## src/rtl/string_pkg.sv

```systemverilog
// -----------------------------------------------------------------------------
// string_pkg
// Shared definitions for the LED string receive path:
//   - default pulse timing constants in nanoseconds
//   - ns2cyc(): converts a duration in ns to whole clock cycles
//   - state_t : receiver FSM states
//   - WORD_W / PIX_W : FIFO word width and pixel width
// -----------------------------------------------------------------------------
package string_pkg;

   localparam int CLK_PERIOD_NS_DEF = 50;
   localparam int T_MIN_HIGH_NS_DEF = 150;
   localparam int T_THRESH_NS_DEF   = 600;
   localparam int T_MAX_HIGH_NS_DEF = 1200;
   localparam int T_RESET_NS_DEF    = 50000;
   localparam int MAX_PIXELS_DEF    = 1024;

   localparam int WORD_W = 16;
   localparam int PIX_W  = 24;

   typedef enum logic [1:0] {
      S_UNSYNC,
      S_IDLE,
      S_HIGH,
      S_LOW
   } state_t;

   // Integer division: partial cycles are dropped.
   function automatic int ns2cyc(input int ns, input int period_ns);
      return ns / period_ns;
   endfunction

endpackage

```

## src/rtl/string_receiver_packer.sv

```systemverilog
// -----------------------------------------------------------------------------
// pixel_word_packer
// Packs a stream of 24-bit pixels into 16-bit FIFO words, three words per
// pixel pair:  w0 = p0[15:0], w1 = {p1[7:0], p0[23:16]}, w2 = p1[23:8].
// A flush with an unpaired pixel emits the pad word {8'h00, p0[23:16]}.
// Words offered while fifo_full is high are dropped (no retry).
//
// Ports:
//   clk, reset_n    clock, asynchronous active-low reset
//   pix_vld, pix    one-cycle pixel strobe and 24-bit pixel
//   flush           end of frame; emits pad word if a pixel is unpaired
//   fifo_full       downstream cannot accept a word
//   wr_data, wr_en  FIFO write port
//   drop            a word was offered while fifo_full was high
// -----------------------------------------------------------------------------
module pixel_word_packer
   import string_pkg::*;
(
   input  logic              clk,
   input  logic              reset_n,
   input  logic              pix_vld,
   input  logic [PIX_W-1:0]  pix,
   input  logic              flush,
   input  logic              fifo_full,
   output logic [WORD_W-1:0] wr_data,
   output logic              wr_en,
   output logic              drop
);

   logic              phase_q, phase_d;       // 1: holding the upper byte of p0
   logic [7:0]        p0_hi_q, p0_hi_d;
   logic              w2_pend_q, w2_pend_d;
   logic [WORD_W-1:0] w2_q, w2_d;
   logic              offer_q, offer_d;
   logic [WORD_W-1:0] word_q, word_d;

   always_comb begin
      phase_d   = phase_q;
      p0_hi_d   = p0_hi_q;
      w2_pend_d = 1'b0;
      w2_d      = w2_q;
      offer_d   = 1'b0;
      word_d    = word_q;
      // Pixels arrive at most once every 24 bit periods, so w2 never collides
      // with a new pixel or a flush.
      if (w2_pend_q) begin
         offer_d = 1'b1;
         word_d  = w2_q;
      end else if (pix_vld) begin
         offer_d = 1'b1;
         if (!phase_q) begin
            word_d  = pix[15:0];
            p0_hi_d = pix[23:16];
            phase_d = 1'b1;
         end else begin
            word_d    = {pix[7:0], p0_hi_q};
            w2_d      = pix[23:8];
            w2_pend_d = 1'b1;
            phase_d   = 1'b0;
         end
      end else if (flush) begin
         if (phase_q) begin
            offer_d = 1'b1;
            word_d  = {8'h00, p0_hi_q};
         end
         phase_d = 1'b0;
      end
   end

   always_ff @(posedge clk or negedge reset_n) begin
      if (!reset_n) begin
         phase_q   <= 1'b0;
         p0_hi_q   <= '0;
         w2_pend_q <= 1'b0;
         w2_q      <= '0;
         offer_q   <= 1'b0;
         word_q    <= '0;
      end else begin
         phase_q   <= phase_d;
         p0_hi_q   <= p0_hi_d;
         w2_pend_q <= w2_pend_d;
         w2_q      <= w2_d;
         offer_q   <= offer_d;
         word_q    <= word_d;
      end
   end

   // fifo_full is judged in the cycle the word is presented.
   assign wr_data = word_q;
   assign wr_en   = offer_q & ~fifo_full;
   assign drop    = offer_q & fifo_full;

endmodule

```

## src/rtl/string_receiver.sv

```systemverilog
// -----------------------------------------------------------------------------
// string_receiver
// Receive end of the single-wire LED link. Synchronises sdi, measures high
// pulse widths to recover bits, assembles 24-bit pixels MSB-first and hands
// them to pixel_word_packer for the pixel FIFO.
//
// Optional feature macro: STRING_RECEIVER_GLITCH_FILTER_EN
//   defined   : 3-sample majority filter after the synchroniser (+1 cycle)
//   undefined : synchronised sdi feeds edge detection directly
//
// Ports:
//   clk, reset_n   clock, asynchronous active-low reset
//   sdi            LED data line (asynchronous)
//   fifo_full      downstream FIFO cannot accept a word
//   fifo_wr_data   packed pixel word
//   fifo_wr_en     one-cycle write strobe
//   frame_active   first rising edge of a frame until frame end
//   frame_done     one-cycle pulse at frame end
//   frame_pixels   complete pixels of last frame, updated with frame_done
//   bit_error      sticky: glitch, over-long pulse, partial pixel at end
//   overflow       sticky: a word was dropped on fifo_full
// -----------------------------------------------------------------------------
module string_receiver
   import string_pkg::*;
#(
   parameter int CLK_PERIOD_NS = CLK_PERIOD_NS_DEF,
   parameter int T_MIN_HIGH_NS = T_MIN_HIGH_NS_DEF,
   parameter int T_THRESH_NS   = T_THRESH_NS_DEF,
   parameter int T_MAX_HIGH_NS = T_MAX_HIGH_NS_DEF,
   parameter int T_RESET_NS    = T_RESET_NS_DEF,
   parameter int MAX_PIXELS    = MAX_PIXELS_DEF
) (
   input  logic                              clk,
   input  logic                              reset_n,
   input  logic                              sdi,
   input  logic                              fifo_full,
   output logic [WORD_W-1:0]                 fifo_wr_data,
   output logic                              fifo_wr_en,
   output logic                              frame_active,
   output logic                              frame_done,
   output logic [$clog2(MAX_PIXELS+1)-1:0]   frame_pixels,
   output logic                              bit_error,
   output logic                              overflow
);

   localparam int MIN_HIGH     = ns2cyc(T_MIN_HIGH_NS, CLK_PERIOD_NS);
   localparam int THRESH       = ns2cyc(T_THRESH_NS, CLK_PERIOD_NS);
   localparam int MAX_HIGH     = ns2cyc(T_MAX_HIGH_NS, CLK_PERIOD_NS);
   localparam int RESET_CYCLES = ns2cyc(T_RESET_NS, CLK_PERIOD_NS);
   localparam int HCNT_W       = $clog2(MAX_HIGH + 2);
   localparam int LCNT_W       = $clog2(RESET_CYCLES + 1);
   localparam int PCNT_W       = $clog2(MAX_PIXELS + 1);

   localparam logic [HCNT_W-1:0] MIN_H  = HCNT_W'(MIN_HIGH);
   localparam logic [HCNT_W-1:0] THR_H  = HCNT_W'(THRESH);
   localparam logic [HCNT_W-1:0] MAX_H  = HCNT_W'(MAX_HIGH);
   localparam logic [HCNT_W-1:0] SAT_H  = HCNT_W'(MAX_HIGH + 1);
   localparam logic [LCNT_W-1:0] RST_M1 = LCNT_W'(RESET_CYCLES - 1);
   localparam logic [PCNT_W-1:0] PIX_SAT = PCNT_W'(MAX_PIXELS);

   // ---- input synchroniser and optional majority filter ----
   logic sdi_s1_q, sdi_s2_q, line, line_prev_q;

   always_ff @(posedge clk or negedge reset_n) begin
      if (!reset_n) begin
         sdi_s1_q <= 1'b0;
         sdi_s2_q <= 1'b0;
      end else begin
         sdi_s1_q <= sdi;
         sdi_s2_q <= sdi_s1_q;
      end
   end

`ifdef STRING_RECEIVER_GLITCH_FILTER_EN
   logic [1:0] hist_q;
   always_ff @(posedge clk or negedge reset_n) begin
      if (!reset_n) hist_q <= '0;
      else          hist_q <= {hist_q[0], sdi_s2_q};
   end
   // Majority of the current and two previous samples: one cycle of delay,
   // single-cycle spikes in either direction are removed.
   assign line = (sdi_s2_q & hist_q[0]) | (sdi_s2_q & hist_q[1]) | (hist_q[0] & hist_q[1]);
`else
   assign line = sdi_s2_q;
`endif

   always_ff @(posedge clk or negedge reset_n) begin
      if (!reset_n) line_prev_q <= 1'b0;
      else          line_prev_q <= line;
   end

   logic rise, fall;
   assign rise = line & ~line_prev_q;
   assign fall = ~line & line_prev_q;

   // ---- FSM and bit/pixel datapath ----
   state_t              state_q, state_d;
   logic [HCNT_W-1:0]   high_cnt_q, high_cnt_d;
   logic [LCNT_W-1:0]   low_cnt_q, low_cnt_d;
   logic [4:0]          bit_cnt_q, bit_cnt_d;
   logic [PIX_W-2:0]    pix_sr_q, pix_sr_d;
   logic [PCNT_W-1:0]   pix_cnt_q, pix_cnt_d;
   logic                pix_vld_q, pix_vld_d;
   logic [PIX_W-1:0]    pix_q, pix_d;
   logic                flush_q, flush_d;
   logic                active_q, active_d;
   logic                done_q, done_d;
   logic [PCNT_W-1:0]   fpix_q, fpix_d;
   logic                err_q, err_d;
   logic                ovf_q, ovf_d;
   logic                bit_val, low_done, pk_drop;

   assign low_done = (low_cnt_q == RST_M1);
   assign bit_val  = (high_cnt_q >= THR_H);

   always_ff @(posedge clk or negedge reset_n) begin
      if (!reset_n) state_q <= S_UNSYNC;
      else          state_q <= state_d;
   end

   always_comb begin
      state_d = state_q;
      case (state_q)
         S_UNSYNC: if (!line && low_done) state_d = S_IDLE;
         S_IDLE:   if (rise)              state_d = S_HIGH;
         S_HIGH:   if (fall)              state_d = S_LOW;
         S_LOW: begin
            if (rise)          state_d = S_HIGH;
            else if (low_done) state_d = S_IDLE;
         end
         default:                         state_d = S_UNSYNC;
      endcase
   end

   always_comb begin
      high_cnt_d = high_cnt_q;
      low_cnt_d  = low_cnt_q;
      bit_cnt_d  = bit_cnt_q;
      pix_sr_d   = pix_sr_q;
      pix_cnt_d  = pix_cnt_q;
      pix_vld_d  = 1'b0;
      pix_d      = pix_q;
      flush_d    = 1'b0;
      active_d   = active_q;
      err_d      = err_q;
      ovf_d      = ovf_q | pk_drop;
      // Frame results land one cycle after flush, aligned with the pad word.
      done_d     = flush_q;
      fpix_d     = flush_q ? pix_cnt_q : fpix_q;
      if (flush_q) active_d = 1'b0;

      case (state_q)
         S_UNSYNC: low_cnt_d = line ? '0 : low_cnt_q + 1'b1;
         S_IDLE: begin
            if (rise) begin
               err_d      = 1'b0;
               ovf_d      = 1'b0;
               bit_cnt_d  = '0;
               pix_cnt_d  = '0;
               active_d   = 1'b1;
               high_cnt_d = 1;
            end
         end
         S_HIGH: begin
            if (fall) begin
               low_cnt_d = 1;
               if (high_cnt_q < MIN_H || high_cnt_q > MAX_H) begin
                  err_d     = 1'b1;
                  bit_cnt_d = '0;
               end else begin
                  pix_sr_d = {pix_sr_q[PIX_W-3:0], bit_val};
                  if (bit_cnt_q == 5'd23) begin
                     pix_vld_d = 1'b1;
                     pix_d     = {pix_sr_q, bit_val};
                     bit_cnt_d = '0;
                     if (pix_cnt_q != PIX_SAT) pix_cnt_d = pix_cnt_q + 1'b1;
                  end else begin
                     bit_cnt_d = bit_cnt_q + 1'b1;
                  end
               end
            end else if (high_cnt_q != SAT_H) begin
               high_cnt_d = high_cnt_q + 1'b1;
            end
         end
         S_LOW: begin
            if (rise) begin
               high_cnt_d = 1;
            end else if (low_done) begin
               flush_d = 1'b1;
               if (bit_cnt_q != '0) err_d = 1'b1;
               bit_cnt_d = '0;
            end else begin
               low_cnt_d = low_cnt_q + 1'b1;
            end
         end
         default: ;
      endcase
   end

   always_ff @(posedge clk or negedge reset_n) begin
      if (!reset_n) begin
         high_cnt_q <= '0;
         low_cnt_q  <= '0;
         bit_cnt_q  <= '0;
         pix_sr_q   <= '0;
         pix_cnt_q  <= '0;
         pix_vld_q  <= 1'b0;
         pix_q      <= '0;
         flush_q    <= 1'b0;
         active_q   <= 1'b0;
         done_q     <= 1'b0;
         fpix_q     <= '0;
         err_q      <= 1'b0;
         ovf_q      <= 1'b0;
      end else begin
         high_cnt_q <= high_cnt_d;
         low_cnt_q  <= low_cnt_d;
         bit_cnt_q  <= bit_cnt_d;
         pix_sr_q   <= pix_sr_d;
         pix_cnt_q  <= pix_cnt_d;
         pix_vld_q  <= pix_vld_d;
         pix_q      <= pix_d;
         flush_q    <= flush_d;
         active_q   <= active_d;
         done_q     <= done_d;
         fpix_q     <= fpix_d;
         err_q      <= err_d;
         ovf_q      <= ovf_d;
      end
   end

   pixel_word_packer u_packer (
      .clk       (clk),
      .reset_n   (reset_n),
      .pix_vld   (pix_vld_q),
      .pix       (pix_q),
      .flush     (flush_q),
      .fifo_full (fifo_full),
      .wr_data   (fifo_wr_data),
      .wr_en     (fifo_wr_en),
      .drop      (pk_drop)
   );

   assign frame_active = active_q;
   assign frame_done   = done_q;
   assign frame_pixels = fpix_q;
   assign bit_error    = err_q;
   assign overflow     = ovf_q;

endmodule

```

## config.mk

```make
export PLATFORM = sky130hd
export DESIGN_NAME = string_receiver
export DESIGN_NICKNAME = d
export VERILOG_FILES = /design/src/rtl/string_pkg.sv /design/src/rtl/string_receiver_packer.sv /design/src/rtl/string_receiver.sv
export SDC_FILE = /design/constraint.sdc
export NUM_CORES = 1
export LEC_CHECK = 0
export BUFFER_PORTS_ARGS = -buffer_cell sky130_fd_sc_hd__buf_4
export CAP_MARGIN = 25
export CELL_PAD_IN_SITES_DETAIL_PLACEMENT = 2
export CELL_PAD_IN_SITES_GLOBAL_PLACEMENT = 2
export CORE_MARGIN = 1
export CORE_UTILIZATION = 40
export CTS_CLUSTER_DIAMETER = 100
export DETAILED_ROUTE_END_ITERATION = 6
export PLACE_DENSITY_LB_ADDON = 0.1
export RECOVER_POWER = 50
export SLEW_MARGIN = 10
export SYNTH_ARGS = -nofsm -noshare
export SYNTH_HDL_FRONTEND = slang
export SYNTH_SLANG_ARGS = --single-unit
```

## constraint.sdc

```tcl
create_clock -name clk -period 2.6 [get_ports clk]
set_input_delay 0.26 -clock clk [delete_from_list [all_inputs] [get_ports clk]]
set_output_delay 0.26 -clock clk [all_outputs]
set_load 0.01 [all_outputs]
```

==> impl_metrics.ini <==
[run_status]
status = finished, violations left
violations = capacitance limit, slew limit

[worst_setup_path]
critPathLaunchType = register
crit_slowest_cell = or4_1
worstPathCellList = ha_1 -> and4b_1 -> o21ai_0 -> or4_1 -> buf_4 -> o31ai_1 -> a21o_1
rrSetupSlack_ns = 0.17
crit_buf_inv = 1
cp.arrival_ns = 2.79
crit_type = reg -> reg
cp_slowest_stage_delay_ns = 0.51
worst-r2r-cell-count = 7
crit_path_end_kind = register
path_depth = 7
cp_max_fo = 14
cp_top_family = simple AND/OR/NAND/NOR gates
cp.required_ns = 2.96

[timing]
worst_hold_slack_ns = 0.105
finalCritPeriodShare_pct = 93.5
finalCriticalPeriod_ns = 2.43
setup_violations = 0
fmax_mhz = 411
max-slew-margin-rel_pct = -5.91
skew_ns = 0.00810
worstMarginPinSlew_ns = 1.59
finalWorstSetupSlack_ns = 0.169
tns_ns = 0
rsz0062_at_grt = no
report.final.slew_viol_count = 61
hold_viol_final = 0

[power_and_ir_drop]
p_comb_share_pct = 1.6
swShare_pct = 21.2
powerDensity_nw_per_um2 = 654
pwr-share-clk_pct = 51.4
p_sw_mw = 1.01
vdd_drop_max_uv = 417
p_seq_share_pct = 47.0
p_int_mw = 3.76
power.leakage_nw = 3.65
finalPower_mw = 4.77

[clock_network]
clkTransAtPathRegs_ns = 0.06
clkLatencyLatePin_ns = 0.42
cts_sinks = 143
post_cts_buffers = 0
cts_root_buf = clkbuf_16
tritoncts = done
cts_resized = 0
hold_buffers = 2
h-tree-depth = 4
clockBufferDepth = 2
cts_buffers = 17

[synth]
synth_xor_area_share_pct = 0.419
synth_common_cells = 154 x nand2_1, 143 x dfrtp_1, 46 x mux2_2, 46 x nor2_1, 32 x o21ai_0
netlist_top_cells_area = dfrtp_1 57%, nand2_1 9.2%, mux2_2 8.3%
ys_ff_latch = 143
synth_edf_count = 0
syn_avg_cell_area_sq_um = 10.3
synth-compound-area-share_pct = 9.85
syn-num-nets = 620
syn-cell-area_sq_um = 6260
async_flop_share_pct = 100
ys_warn_count = 0
synth_top_area_share_pct = 57.1
synth_top_area_cell = dfrtp_1
synth_mux_area_share_pct = 9.87
synth-seq-area-share_pct = 57.1
synth_cell_type_count = 51
synth_cells = 608
synth-main-ff-cell = dfrtp_1
synthSimpleGateAreaFrac_pct = 18.5
synth_top_family_by_area = simple AND/OR/NAND/NOR gates
synth_fa_ha_area_share_pct = 1.60
synth.most_common_cell = nand2_1

[drt]
routed_via_density = 5.37
dr.pass1.iters = 4
wl_microns = 17500
antenna_left = 0
drtIter0Drc = 239
drcViolationCount = 0
wl_per_cell_microns = 20.0
vias = 4700

[final_layout]
drive_gt1_share_pct = 15.6
design_area_sq_um = 7290
syn_to_final_growth_pct = 16.4
n_antenna_cell = 0
final_cells = 876
fin_util_pct = 47.8
fill_cells = 1609
layout.nets = 664

[grt]
track_usage_pct = 23.5
grt_pass1_vias = 5183
grt-ovfl-total = 0
grt_pass1_wl_microns = 28700
grt_max_degree = 61
grt_antenna_before_repair = 0

[floorplan]
start_util_pct = 41.1
io_pins = 36
die_x_microns = 127
die_area_sq_um = 16200
core-area_sq_um = 15300
rows = 45
dieHeight_microns = 127

[place]
placed_cell_area_sq_um = 6810
io_buffers = 35
pre_cts_ws_ns = 0.204
place.gp.congestion = 0.812
place_inst = 841
dpl.hpwl_microns = 11600

[min_path]
hp-class = in -> reg
hold-path-cell-count = 3

[run]
maxCapViolCount = 1
[final timing paths]
path	from	endpoint
min	fifo_full	overflow
min in group asynchronous	reset_n	frame_pixels[5]
max	bit_cnt_q[0]	pix_cnt_q[9]
max in group asynchronous	reset_n	line
min reg2reg	sdi_s1_q	line
max reg2reg	bit_cnt_q[0]	pix_cnt_q[9]
[layout by cell type (no fill, tap or decap), types with 2 or more instances in the layout]
| master | n |
|---|---|
| nand2_1 | 154 |
| dfrtp_1 | 143 |
| nor2_1 | 46 |
| mux2_2 | 45 |
| clkbuf_1 | 34 |
| o21ai_0 | 32 |
| nand3_1 | 18 |
| clkbuf_16 | 17 |
| a21oi_1 | 15 |
| o31ai_1 | 14 |
| buf_4 | 14 |
| inv_1 | 12 |
| mux2i_1 | 10 |
| a221oi_1 | 8 |
| ha_1 | 8 |
| and3_1 | 7 |
| nor2b_1 | 6 |
| nand4_1 | 6 |
| nand2b_1 | 5 |
| a21o_1 | 5 |
| and4_1 | 4 |
| clkbuf_8 | 4 |
| clkbuf_2 | 4 |
| o41ai_1 | 3 |
| o211ai_1 | 3 |
| clkinv_2 | 3 |
| xor2_1 | 2 |
| or2_2 | 2 |
| o21a_1 | 2 |
| nor4_1 | 2 |
| nor3_1 | 2 |
| clkinv_4 | 2 |
| clkinvlp_4 | 2 |
| bufinv_16 | 2 |
| dlygate4sd3_1 | 2 |
| clkbuf_4 | 2 |
[kinds of logic after synthesis]
group | count (synthesis)
and+or+nand+nor | 263
DFF | 143
AOI/OAI and AO/OA | 92
muxes | 56
buffers and inverters | 43
adders and majority gates | 8
xor gates and xnor gates | 3
[power by group through the flow]
stage	Clock, mW	Sequential (mW)	Combinational [mW]
floorplan	0	2.28	0.0189
global placement	0	2.28	0.0765
detailed placement	0	2.28	0.0809
CTS	2.50	2.24	0.0837
global route	2.58	2.24	0.0891
finish	2.45	2.24	0.0768
[sequential cells by signal (all words and copies together), names as in the netlist]
signal	flops
bit_cnt_q	5
high_cnt_q	5
line_prev_q	1
u_packer.offer_q	1
pix_q	24
sdi_s1_q	1
u_packer.w2_pend_q	1
line	1
pix_cnt_q	11
frame_active	1
done_d	1
bit_error	1
u_packer.w2_q	16
frame_pixels	11
pix_vld_q	1
frame_done	1
low_cnt_q	10
pix_sr_q	23
u_packer.p0_hi_q	8
u_packer.wr_data	16
state_q	2
u_packer.phase_q	1
overflow	1
[worst reg2reg max path, stage by stage (launching register included)]
cell and delay, ns:
dfrtp_1 0.42, ha_1 0.27, and4b_1 0.35, o21ai_0 0.15
or4_1 0.51, buf_4 0.24, o31ai_1 0.30, a21o_1 0.13
[metal layers]
metal	up-vias	wire length, microns	part of all wire, %	track usage, %
met3	21	449	2.6	4.48
met2	63	8430	48	38.3
met1	2441	8400	48	31.5
met4	0	250	1.4	7.77
li1	2175	-	-	-
met5	-	0	0	0
[area by class of cell]
class / instances / area, sq um / share of cell area [%]
sequential: 143 / 3580 / 49.1
multi-input combinational: 422 / 2520 / 34.6
clock buffer: 23 / 488 / 6.69
timing repair buffer: 55 / 285 / 3.91
tap: 211 / 264 / 3.62
clock inverter: 9 / 108 / 1.48
inverter: 13 / 48.8 / 0.669
(Power assumes the default switching activity.)
